--- src/rtl/mem_dma_pkg.sv ---
// Shared definitions for mem_dma: register map, CTRL/STATUS bit positions,
// FSM state encoding and the word-address helper.
package mem_dma_pkg;

  localparam logic [7:0] ADDR_CTRL   = 8'h08;
  localparam logic [7:0] ADDR_STATUS = 8'h09;
  localparam logic [7:0] ADDR_SRC    = 8'h10;
  localparam logic [7:0] ADDR_DST    = 8'h11;
  localparam logic [7:0] ADDR_LEN    = 8'h12;

  localparam int CTRL_START = 0;
  localparam int CTRL_ABORT = 1;

  localparam int STAT_BUSY  = 0;
  localparam int STAT_DONE  = 1;
  localparam int STAT_ERROR = 2;

  typedef enum logic [2:0] {
    ST_IDLE = 3'd0,
    ST_RD   = 3'd1,
    ST_WR   = 3'd2,
    ST_DONE = 3'd3,
    ST_ERR  = 3'd4
  } state_e;

  // Byte address of word idx relative to base; wraps modulo 2^32.
  function automatic logic [31:0] word_addr(input logic [31:0] base, input logic [15:0] idx);
    return base + {14'd0, idx, 2'b00};
  endfunction

endpackage

--- src/rtl/mem_dma.sv ---
// Register-programmed word-copy DMA engine with a valid/ready memory initiator port.
// Optional feature: define DMA_TIMEOUT_EN to abandon a request after TIMEOUT_CYCLES cycles.
module mem_dma
  import mem_dma_pkg::*;
#(
  parameter int TIMEOUT_CYCLES = 1024
) (
  input  logic        clk,
  input  logic        reset_n,
  input  logic        cs,
  input  logic        we,
  input  logic [7:0]  address,
  input  logic [31:0] write_data,
  output logic [31:0] read_data,
  output logic        ready,
  output logic        mem_valid,
  output logic [31:0] mem_addr,
  output logic [31:0] mem_wdata,
  output logic [3:0]  mem_wstrb,
  input  logic [31:0] mem_rdata,
  input  logic        mem_ready
);

  state_e      state_q;
  logic [31:0] src_q, dst_q, buf_q;
  logic [15:0] len_q, idx_q;
  logic        done_q, error_q, abort_q;
  logic        mem_valid_q;
  logic [31:0] mem_addr_q, mem_wdata_q;
  logic [3:0]  mem_wstrb_q;

  logic        busy, reg_wr, ctrl_wr, start_req, abort_req, tmo_hit;
  logic [15:0] idx_d;

  assign busy      = (state_q != ST_IDLE);
  assign reg_wr    = cs & we;
  assign ctrl_wr   = reg_wr & (address == ADDR_CTRL);
  assign abort_req = ctrl_wr & write_data[CTRL_ABORT];
  assign start_req = ctrl_wr & write_data[CTRL_START] & ~write_data[CTRL_ABORT] & ~busy;
  assign idx_d     = idx_q + 16'd1;

  assign ready     = cs;
  assign mem_valid = mem_valid_q;
  assign mem_addr  = mem_addr_q;
  assign mem_wdata = mem_wdata_q;
  assign mem_wstrb = mem_wstrb_q;

`ifdef DMA_TIMEOUT_EN
  localparam int TMO_W = (TIMEOUT_CYCLES > 1) ? $clog2(TIMEOUT_CYCLES) : 1;
  logic [TMO_W-1:0] tmo_cnt_q;

  // Wait counter runs only while a request is outstanding, so every new request starts from zero.
  always_ff @(posedge clk or negedge reset_n) begin
    if (!reset_n) begin
      tmo_cnt_q <= {TMO_W{1'b0}};
    end else if (!mem_valid_q || mem_ready) begin
      tmo_cnt_q <= {TMO_W{1'b0}};
    end else begin
      tmo_cnt_q <= tmo_cnt_q + TMO_W'(1);
    end
  end

  assign tmo_hit = mem_valid_q & ~mem_ready & (tmo_cnt_q == TMO_W'(TIMEOUT_CYCLES - 1));
`else
  localparam int unused_timeout_cycles = TIMEOUT_CYCLES;
  assign tmo_hit = 1'b0;
`endif

  // Configuration registers; frozen for the whole transfer.
  always_ff @(posedge clk or negedge reset_n) begin
    if (!reset_n) begin
      src_q <= 32'd0;
      dst_q <= 32'd0;
      len_q <= 16'd0;
    end else if (reg_wr && !busy) begin
      case (address)
        ADDR_SRC: src_q <= {write_data[31:2], 2'b00};
        ADDR_DST: dst_q <= {write_data[31:2], 2'b00};
        ADDR_LEN: len_q <= write_data[15:0];
        default:  src_q <= src_q;
      endcase
    end
  end

  // Sequencer. A request is raised only from a cycle where mem_valid is low,
  // which guarantees the idle cycle after every completed handshake.
  always_ff @(posedge clk or negedge reset_n) begin
    if (!reset_n) begin
      state_q     <= ST_IDLE;
      idx_q       <= 16'd0;
      buf_q       <= 32'd0;
      done_q      <= 1'b0;
      error_q     <= 1'b0;
      abort_q     <= 1'b0;
      mem_valid_q <= 1'b0;
      mem_addr_q  <= 32'd0;
      mem_wdata_q <= 32'd0;
      mem_wstrb_q <= 4'h0;
    end else begin
      if (abort_req && busy) abort_q <= 1'b1;
      case (state_q)
        ST_IDLE: begin
          abort_q <= 1'b0;
          if (start_req) begin
            done_q  <= 1'b0;
            error_q <= 1'b0;
            idx_q   <= 16'd0;
            if (len_q == 16'd0) begin
              state_q <= ST_DONE;
            end else begin
              state_q     <= ST_RD;
              mem_valid_q <= 1'b1;
              mem_addr_q  <= src_q;
              mem_wstrb_q <= 4'h0;
              mem_wdata_q <= 32'd0;
            end
          end
        end
        ST_RD: begin
          if (!mem_valid_q) begin
            mem_valid_q <= 1'b1;
            mem_addr_q  <= word_addr(src_q, idx_q);
            mem_wstrb_q <= 4'h0;
            mem_wdata_q <= 32'd0;
          end else if (mem_ready) begin
            buf_q       <= mem_rdata;
            mem_valid_q <= 1'b0;
            state_q     <= ST_WR;
          end else if (tmo_hit) begin
            mem_valid_q <= 1'b0;
            state_q     <= ST_ERR;
          end
        end
        ST_WR: begin
          if (!mem_valid_q) begin
            mem_valid_q <= 1'b1;
            mem_addr_q  <= word_addr(dst_q, idx_q);
            mem_wstrb_q <= 4'hF;
            mem_wdata_q <= buf_q;
          end else if (mem_ready || tmo_hit) begin
            mem_valid_q <= 1'b0;
            mem_wstrb_q <= 4'h0;
            mem_wdata_q <= 32'd0;
            if (!mem_ready) begin
              state_q <= ST_ERR;
            end else begin
              idx_q <= idx_d;
              if (idx_d == len_q) begin
                state_q <= ST_DONE;
              end else if (abort_q || abort_req) begin
                state_q <= ST_IDLE;
                abort_q <= 1'b0;
              end else begin
                state_q <= ST_RD;
              end
            end
          end
        end
        ST_DONE: begin
          done_q  <= 1'b1;
          abort_q <= 1'b0;
          state_q <= ST_IDLE;
        end
        ST_ERR: begin
          error_q <= 1'b1;
          abort_q <= 1'b0;
          state_q <= ST_IDLE;
        end
        default: begin
          state_q     <= ST_IDLE;
          mem_valid_q <= 1'b0;
          mem_wstrb_q <= 4'h0;
          mem_wdata_q <= 32'd0;
        end
      endcase
    end
  end

  // Register read mux; CTRL is write-only and unmapped words read as zero.
  always_comb begin
    read_data = 32'd0;
    case (address)
      ADDR_STATUS: begin
        read_data[STAT_BUSY]  = busy;
        read_data[STAT_DONE]  = done_q;
        read_data[STAT_ERROR] = error_q;
      end
      ADDR_SRC: read_data = src_q;
      ADDR_DST: read_data = dst_q;
      ADDR_LEN: read_data = {16'd0, len_q};
      default:  read_data = 32'd0;
    endcase
  end

endmodule

--- config.mk ---
export PLATFORM = sky130hd
export DESIGN_NAME = mem_dma
export DESIGN_NICKNAME = d
export VERILOG_FILES = /design/src/rtl/mem_dma_pkg.sv /design/src/rtl/mem_dma.sv
export SDC_FILE = /design/constraint.sdc
export NUM_CORES = 1
export LEC_CHECK = 0
export ABC_AREA = 1
export BUFFER_PORTS_ARGS = -buffer_cell sky130_fd_sc_hd__clkbuf_2
export CAP_MARGIN = 0
export CORE_MARGIN = 3
export CORE_UTILIZATION = 30
export CTS_BUF_LIST = sky130_fd_sc_hd__clkbuf_8
export CTS_CLUSTER_DIAMETER = 120
export DETAILED_ROUTE_END_ITERATION = 10
export GPL_TIMING_DRIVEN = 0
export PLACE_DENSITY_LB_ADDON = 0.1
export SYNTH_ARGS = -nofsm -noshare
export SYNTH_HDL_FRONTEND = slang
export SYNTH_SLANG_ARGS = --single-unit
--- constraint.sdc ---
create_clock -name clk -period 4.22 [get_ports clk]
set_input_delay 1.266 -clock clk [delete_from_list [all_inputs] [get_ports clk]]
set_output_delay 1.266 -clock clk [all_outputs]
set_load 0.05 [all_outputs]
Word level (Yosys, flattened, before mapping). Cells that the tools add are included.

Bits in registers: 199. Input port bits: 77. Word-level logic and storage cells: 115.

Reduce and logical (&&, ||, !) cells: 25. Equal/unequal tests: 19. Mux-type cells: 46. Bitwise logic cells: 9. Add/sub/neg operators: 3.

Operators with widths (count): $mux W32 (9); $pmux W32 S4 (1); $pmux W32 S3 (1); $pmux W29 S3 (1); $add A32 B18 Y32 (2); $mux W16 (3); $pmux W16 S2 (1); $eq A8 B5 Y1 const B (3); $mux W4 (5); $add A16 B1 Y16 const B (1); $eq A16 B16 Y1 (1); $eq A8 B4 Y1 const B (2); $logic_not A16 Y1 (1); $ne A2 B2 Y1 const B (8); $pmux W4 S4 (1); $mux W3 (5); $reduce_and A5 Y1 (3); $pmux W3 S4 (1); $mux W1 (11); $reduce_and A2 Y1 (5); $pmux W3 S3 (1); $and A1 B1 Y1 (6); $eq A3 B2 Y1 const B (2); $pmux W1 S2 (3); 16 further kinds (25).

Longest topological paths before layout. Gate-level depths: netlist of the first run.

Depth in word-level cells: 10. Gate-level depth with buffers: 20. Mapped depth without buffers: 17.

Worst setup path before layout of the first run. OpenSTA, ideal clock, no wires.

Kind: input to output. From: input port address[2]. To: output port read_data[17]. Setup slack: -172 ps. Data required time: 2954 ps. Cell stages on the path: 6. Arrival time: 3126 ps. Path through: inv_1 > nand3_1 > nor4_1 > nand2_1 > clkbuf_1 > o21ai_0.

Cells in the longest elaborated chain, start to end: 2. Elaborated cells between the ends (all ways): 4.

RTL lines: start, declared (line mem_dma.sv:12) `input logic [7:0] address,`; $eq A8 B5 Y1 (line mem_dma.sv:182) `case (address)`; $pmux W29 S3 (*) (line mem_dma.sv:182); end, declared (line mem_dma.sv:14) `output logic [31:0] read_data,`.

Every way passes the cells marked *; elsewhere a longest branch is shown, timed or not.

Worst setup path after layout of the first run.
From: input port address[2]. To: output port read_data[4].

Same word-level chain as after synthesis.

==> run summary, run 1 <==
======================================================================================================
Worst-path cell chain                                                                     clkbuf_2 > inv_1 > nand3_1 > nor4_4 > buf_4 > nand3_4 > buf_6 > o221ai_2 > clkbuf_8
Chip width                                                                                      197 um
Count of final setup violators                                                                       0
Area growth from synthesis to layout                                                             20.5%
HP Class                                                                                    reg -> reg
Number of buffers created by CTS                                                                    17
Row count                                                                                           69
Register-to-Register Setup Slack                                                               0.32 ns
ANT cells                                                                                            0
Wire length of the first global-routing pass                                                  59800 um
Filler cells                                                                                      3827
Slowest cell delay on critical path                                                            0.24 ns
Sum of internal, switching and leakage power                                                   7.41 mW
Static Leak                                                                                    6.18 nW
Root Buffer                                                                                   clkbuf_8
Clock latency reported for the late side of the worst-skew pair                                0.51 ns
Maximum frequency from static timing analysis                                                  241 MHz
Average size of a mapped cell                                                                7.91 um^2
Clock transition at the register clock pins on the worst setup and hold paths after CTS        0.09 ns
Critical path arrival                                                                          2.88 ns
Tightest Pin Transition                                                                       0.893 ns
Via count of the first global-routing pass                                                        9909
Clock tree from TritonCTS                                                                         done
Register area                                                                             0.00480 mm^2
Final number of hold-violating endpoints                                                             0
Yosys warns                                                                                          0
Share of final-layout standard cells stronger than drive strength 1                              0.241
Register bit total from synthesis                                                                  192
Combined area of all synthesized cells                                                     0.0110 mm^2
Unrepaired setup endpoints after global routing                                                    yes
Worst slack on hold paths                                                                     0.486 ns
Starting Density                                                                                 0.307
Peak supply drop                                                                            0.000279 V
Power density of the placed cells                                                          560 mW/mm^2
Area fraction of the dominant cell type after synthesis                                          0.437
Min Clock Period, post-route                                                                   4.15 ns
Capturing element type of the critical path                                                output port
Most instantiated library cell after synthesis                                                 nand2_1
Number of enable-type register cells in the synthesized netlist                                      0
GRT overflow                                                                                         0
Routability-driven placement congestion ratio                                                    0.920
WL final                                                                                      39400 um
Synth cell types                                                                                    49
Combined global-route utilization of all metal layers                                            0.203
Number of antenna violations at the first check in global routing                                    4
Fraction of synthesis flops using an asynchronous set or reset pin                                1.00
Initial drt markers                                                                                606
Count of input and output buffers                                                                  176
Worst Setup Path Type                                                                        in -> out
Number of max-cap violations                                                                         0
Gate count after technology mapping                                                               1388
Most frequently used flop master after synthesis                                               dfrtp_1
Clock skew                                                                                   0.0266 ns
Ranking of synthesized cells by instance count                                            nand2_1, dfrtp_1, inv_1, o21ai_0, nand3_1
Worst Path Buf+Inv                                                                                   5
Core Util, Final                                                                                 0.369
DIE AREA                                                                                   0.0389 mm^2
Average vias per placed instance                                                                  4.94
Total area of multi-input combinational cells                                             0.00525 mm^2
Worst rel slew slack                                                                             0.405
Fraction of the yosys area taken by sequential cells                                             0.437
Routed vias                                                                                      10200
Critical Path Source Type                                                                 primary input
Top Family by Delay on Critical Path                                                      buffers and inverters
First drt pass iteration count                                                                       5
Largest area contributor in the netlist                                                        dfrtp_1
Final cycle utilization of the critical path                                                     0.983
Number of top-level pins                                                                           179
CTS H-Tree Depth                                                                                     4
Sinks on the clock net                                                                             192
Outcome                                                                                   complete, no violations
DRC                                                                                                  0
Required arrival time at the worst endpoint                                                    2.95 ns
Cell at the slowest stage of the critical path                                                clkbuf_8
Largest cells by area after synthesis                                                     dfrtp_1, nand2_1, inv_1
Die height                                                                                      197 um
Maximum number of buffers from clock root to sink                                                    2
Highest fanout seen on the critical path                                                            10
Number of nets in the final layout                                                                1685
Half-perimeter wire length after placement                                                    30200 um
Residual antenna-violating net count after detailed routing                                          0
Maximum number of pins on one net before global-route repair                                       100
Placeable core area                                                                        0.0358 mm^2
Final routed wire length divided by cell count                                                 19.2 um
Number of slew-limit violations in the final report                                                  0
======================================================================================================
## area by class of cell
class | instances | area share
inverters | 196 | 0.0560
multi-input cells | 940 | 0.396
flip-flops and latches | 192 | 0.363
clock inverters | 14 | 0.0109
plain buffers | 59 | 0.0293
clock buffers | 17 | 0.0177
well taps | 461 | 0.0436
repair buffers | 179 | 0.0830
## per-stage QoR
step	setup TNS (ns)	std cells	instance area, um^2	worst slack [ns]
global placement	-445.58	2026	12500	-2.23
detailed placement	-23.89	2027	12500	-1.08
global route	-0.00461	2058	13200	-0.00461
CTS	-0.0130	2058	13200	-0.00361
finish	0	2058	13200	0.0709
floorplan	-2.79	1389	11000	-0.172
## flip-flops by register name, summed over array words and instances, names as in the netlist
name and flops:
src_q 30, len_q 16, done_q 1, idx_q 16, dst_q 30, mem_wstrb 1
mem_valid 1, mem_addr 30, buf_q 32, abort_q 1, state_q 2, mem_wdata 32
## power by group
group / internal [mW] / switching, mW
logic: 1.03 / 2.61
registers: 2.26 / 0.289
clock network: 0.437 / 0.789
total: 3.72 / 3.69
## timing repair
| item | in CTS | in global routing |
|---|---|---|
| setup endpoints to repair | 41 | 40 |
| resized for setup | 79 | 43 |
| hold buffers | 0 | 0 |
| pin swaps | 1 | 0 |
| hold endpoints to repair | 0 | 0 |
| buffers inserted | 1 | 1 |
## worst reg2reg max path, stage by stage (launching register included)
cell and delay, ns:
dfrtp_1 0.44, inv_1 0.12, ha_1 0.29, buf_2 0.43
clkbuf_2 0.34, nand2_1 0.08, o21ai_0 0.09, ha_1 0.33
a21oi_1 0.22, a21boi_0 0.38, o21ai_1 0.21, nand2_1 0.10
nand2_1 0.18, nand2_1 0.16, nand2_1 0.06, nand2_1 0.05
nand3_1 0.06, nand2_1 0.17, nand2_1 0.06
## layout by cell type (no fill, tap or decap), types with 4 or more instances in the layout
| cell | synthesis | final |
|---|---|---|
| o21ai_1 | 27 | 32 |
| dfrtp_1 | 192 | 192 |
| clkbuf_1 | 32 | 23 |
| nand4_1 | 17 | 17 |
| xor2_1 | 14 | 14 |
| nor3_1 | 5 | 5 |
| nand3_2 | 27 | 27 |
| clkbuf_2 | 0 | 147 |
| mux2_2 | 33 | 33 |
| inv_6 | 0 | 4 |
| o21ai_2 | 30 | 36 |
| inv_8 | 0 | 4 |
| nor3_2 | 4 | 4 |
| o22ai_1 | 18 | 18 |
| buf_6 | 4 | 12 |
| nor2_1 | 60 | 60 |
| inv_1 | 189 | 188 |
| o221ai_2 | 0 | 14 |
| inv_2 | 6 | 6 |
| a21oi_1 | 44 | 44 |
| buf_4 | 8 | 20 |
| o21ai_0 | 129 | 118 |
| nand2_1 | 365 | 364 |
| clkbuf_4 | 0 | 5 |
| buf_2 | 10 | 11 |
| ha_1 | 22 | 22 |
| clkbuf_8 | 0 | 27 |
| o211ai_1 | 8 | 8 |
| or2_2 | 5 | 5 |
| nor2_2 | 5 | 5 |
| nand3_1 | 81 | 80 |
## metal layers
| metal | vias to the layer above | wire [um] | global-route usage |
|---|---|---|---|
| li1 | 4929 | - | - |
| met1 | 4892 | 17900 | 0.274 |
| met2 | 284 | 18100 | 0.323 |
| met3 | 50 | 2510 | 0.0520 |
| met4 | 8 | 854 | 0.0605 |
| met5 | - | 48 | 0 |
## final timing paths
path / cells after the start / startpoint / to
worst min-delay path: 2 / mem_addr[28] / mem_addr[28]
worst max register to register: 18 / state_q[0] / mem_addr[19]
max in group asynchronous: 2 / reset_n / mem_wdata[6]
min in group asynchronous: 1 / reset_n / idx_q[6]
worst min register to register: 2 / mem_addr[28] / mem_addr[28]
worst max-delay path: 9 / address[2] / read_data[4]
## cells by family (layout without fill, tap and decap cells)
logic type      Yosys count  in the layout  synth area share
compound gates          283            283             0.151
xor+xnor                 16             16            0.0128
fa+ha+maj                23             23            0.0269
buf+inv                 257            465            0.0986
flops                   192            192             0.437
mux                      33             33            0.0338
other cells               1              2          0.000341
simple gates            583            583             0.239
Note: power is estimated with default switching activity, not from simulation.
==> run 2: changes to the inputs <==
CELL_PAD_IN_SITES_DETAIL_PLACEMENT = 0   (was not set)
CELL_PAD_IN_SITES_GLOBAL_PLACEMENT = 2   (was not set)
==> run 2 against run 1 <==
- via count shrank 1.5%
- die area unchanged
- hold slack lost 0.0019 ns
- worst setup slack worse by 0.0063 ns
- clock skew rose by 0.0053 ns
- routed wire length rose by 4.8%
- register-to-register slack hardly changed
- cell area hardly changed
==> run summary, run 2 (synthesis gave the netlist of run 1 again) <==
======================================================================================================
Outcome                                                                                   complete, no violations
Worst Setup Path Type                                                                        in -> out
WL final                                                                                      41300 um   +4.8%
Min Clock Period, post-route                                                                   4.16 ns   +0.00627 ns
Final cycle utilization of the critical path                                                     0.985   +0.00149
Combined global-route utilization of all metal layers                                            0.215   +0.0116
Via count of the first global-routing pass                                                       10100   +2.3%
Register area                                                                             0.00480 mm^2   unchanged
Worst slack on hold paths                                                                     0.484 ns   -0.00191 ns
Clock latency reported for the late side of the worst-skew pair                                0.53 ns   +0.02 ns
Unrepaired setup endpoints after global routing                                                     no
Worst rel slew slack                                                                             0.458   +0.0536
Filler cells                                                                                      3887   +1.6%
DRC                                                                                                  0   unchanged
Clock transition at the register clock pins on the worst setup and hold paths after CTS        0.09 ns   about the same
Total negative slack for setup checks                                                             0 ns   unchanged
Final non-filler cell total                                                                       2062   +0.19%
Routed vias                                                                                      10000   -1.5%
DIE AREA                                                                                   0.0389 mm^2   unchanged
Wire length of the first global-routing pass                                                  62500 um   +4.6%
Highest-count cells in the layout ignoring fill and taps                                  nand2_1, dfrtp_1, inv_1
Final number of hold-violating endpoints                                                             0   unchanged
Number of max-cap violations                                                                         0   unchanged
Count of input and output buffers                                                                  176   unchanged
Number of buffers created by CTS                                                                    17   unchanged
Switching power share of the total                                                               0.499   +0.000985
Half-perimeter wire length after placement                                                    31800 um   +5.2%
Tightest Pin Transition                                                                       0.812 ns   -0.0804 ns
Sinks on the clock net                                                                             192   unchanged
Most common cell after layout, fill and taps aside                                             nand2_1
Slowest cell delay on critical path                                                            0.31 ns   +0.07 ns
Maximum number of buffers from clock root to sink                                                    2   unchanged
Register-to-Register Setup Slack                                                               0.33 ns   about the same
Worst-path cell chain                                                                     clkbuf_2 > inv_1 > nand3_2 > nor4_4 > nand2_1 > clkbuf_4 > o221ai_1 > clkbuf_4
Maximum frequency from static timing analysis                                                  241 MHz   -0.15%
ANT cells                                                                                            0   unchanged
Row count                                                                                           69   unchanged
Core Util, Final                                                                                 0.369   about the same
Root Buffer                                                                                   clkbuf_8
Residual antenna-violating net count after detailed routing                                          0   unchanged
Power density of the placed cells                                                          568 mW/mm^2   +1.5%
CTS H-Tree Depth                                                                                     4   unchanged
Clock network fraction of total power                                                            0.170   +0.005
Flop pwr share                                                                                   0.337   -0.006
Number of slew-limit violations in the final report                                                  0   unchanged
Critical path arrival                                                                          2.89 ns   about the same
Number of top-level pins                                                                           179   unchanged
Peak supply drop                                                                            0.000329 V   +18%
Critical Path Source Type                                                                 primary input
Top Family by Delay on Critical Path                                                      buffers and inverters
Post-Place Cell Area                                                                       0.0125 mm^2   +0.22%
Clock skew                                                                                   0.0319 ns   +0.00529 ns
Highest fanout seen on the critical path                                                            10   unchanged
Worst Path Buf+Inv                                                                                   4   -1
Required arrival time at the worst endpoint                                                    2.95 ns   about the same
Average vias per placed instance                                                                  4.85   -1.7%
GRT overflow                                                                                         0   unchanged
Number of antenna violations at the first check in global routing                                    3   -1
Chip width                                                                                      197 um   unchanged
Placeable core area                                                                        0.0358 mm^2   unchanged
Combinational cell fraction of total power                                                       0.492   about the same
Most common cell on crit path                                                                 clkbuf_4
HP Class                                                                                    reg -> reg
Cell at the slowest stage of the critical path                                                  nor4_4
Starting Density                                                                                 0.307   unchanged
Initial drt markers                                                                                581   -4.1%
Post-CTS Hold Buffers                                                                                0   unchanged
Die height                                                                                      197 um   unchanged
Cell area after layout                                                                     0.0132 mm^2   about the same
Area growth from synthesis to layout                                                             20.4%   about the same
Total area of multi-input combinational cells                                             0.00522 mm^2   -0.43%
Capturing element type of the critical path                                                output port
Maximum number of pins on one net before global-route repair                                        77   -23%
NetSw                                                                                          3.75 mW   +1.6%
Routability-driven placement congestion ratio                                                    0.832   -9.6%
Static Leak                                                                                    6.20 nW   +0.32%
Final routed wire length divided by cell count                                                 20.0 um   +4.6%
Number of nets in the final layout                                                                1688   +0.18%
Share of final-layout standard cells stronger than drive strength 1                              0.242   +0.000647
Clock tree from TritonCTS                                                                         done
First drt pass iteration count                                                                       5   unchanged
Internal power                                                                                 3.77 mW   +1.2%
Cell count after placement                                                                        2028   +0.049%
Count of final setup violators                                                                       0   unchanged
======================================================================================================
[run 2: cell count changes in the layout (fill, tap and decap cells not counted), moves of 3 or more]
cell,delta
buf_6,-5
inv_8,+3
o221ai_2,-3
inv_6,-3
o221ai_1,+3
buf_4,+3
o21ai_0,+4
clkbuf_4,+4
[run 2: metrics by stage]
step	worst slack [ns]	power (mW)
finish	0.0647	7.51
detailed placement	-1.05	6.32
CTS	0.00473	7.61
floorplan	-0.172	5.14
global route	0.00142	8.02
global placement	-2.27	6.29
[run 2: worst paths after layout]
kind | start | to | cells past startpoint
worst max-delay path | address[3] | read_data[10] | 8
worst min-delay path | mem_addr[26] | mem_addr[26] | 2
worst max register to register | state_q[0] | mem_addr[21] | 17
worst min register to register | mem_addr[26] | mem_addr[26] | 2
max in group asynchronous | reset_n | dst_q[24] | 2
min in group asynchronous | reset_n | idx_q[14] | 1
[run 2: repair_timing]
| action | 4_1_cts | 5_1_grt |
|---|---|---|
| hold endpoints to repair | 0 | 0 |
| setup buffers | 2 | 2 |
| pin swaps | 0 | 2 |
| gates resized for setup | 47 | 71 |
| endpoints found under the setup margin | 52 | 45 |
[run 2: worst register-to-register path, stage by stage (launching register included)]
cell and delay (ns):
dfrtp_1 0.44, inv_1 0.12, ha_1 0.29, clkbuf_4 0.36, clkbuf_2 0.32, o21ai_0 0.16
ha_1 0.39, a21oi_1 0.22, o21ai_0 0.10, a21oi_1 0.32, inv_1 0.19, a21oi_1 0.30
or2_2 0.20, nand2_1 0.06, nand2_1 0.06, nand3_1 0.07, nand2_1 0.12, nand2_1 0.05
[run 2: cell type report]
class	instances	area share
Clock buffer	19	0.0198
Tap cell	461	0.0436
Clock inverter	13	0.0103
Multi-Input combinational cell	940	0.395
Buffer	59	0.0293
Timing Repair Buffer	182	0.0828
Inverter	196	0.0558
Sequential cell	192	0.363
[run 2: power by group through the flow]
stage | Combinational, mW | Clock, mW | Sequential, mW
finish | 3.70 | 1.28 | 2.54
detailed placement | 3.74 | 0 | 2.58
floorplan | 1.90 | 0 | 3.24
global route | 4.04 | 1.39 | 2.59
CTS | 3.75 | 1.32 | 2.54
global placement | 3.72 | 0 | 2.57
[run 2: metal layers]
metal  track usage  vias up  part of all wire
met1         0.304     4809              0.48
met2         0.344      233              0.46
met3        0.0385       33             0.049
met5             0        -           0.00099
li1              -     4930                 -
met4        0.0504        6             0.013
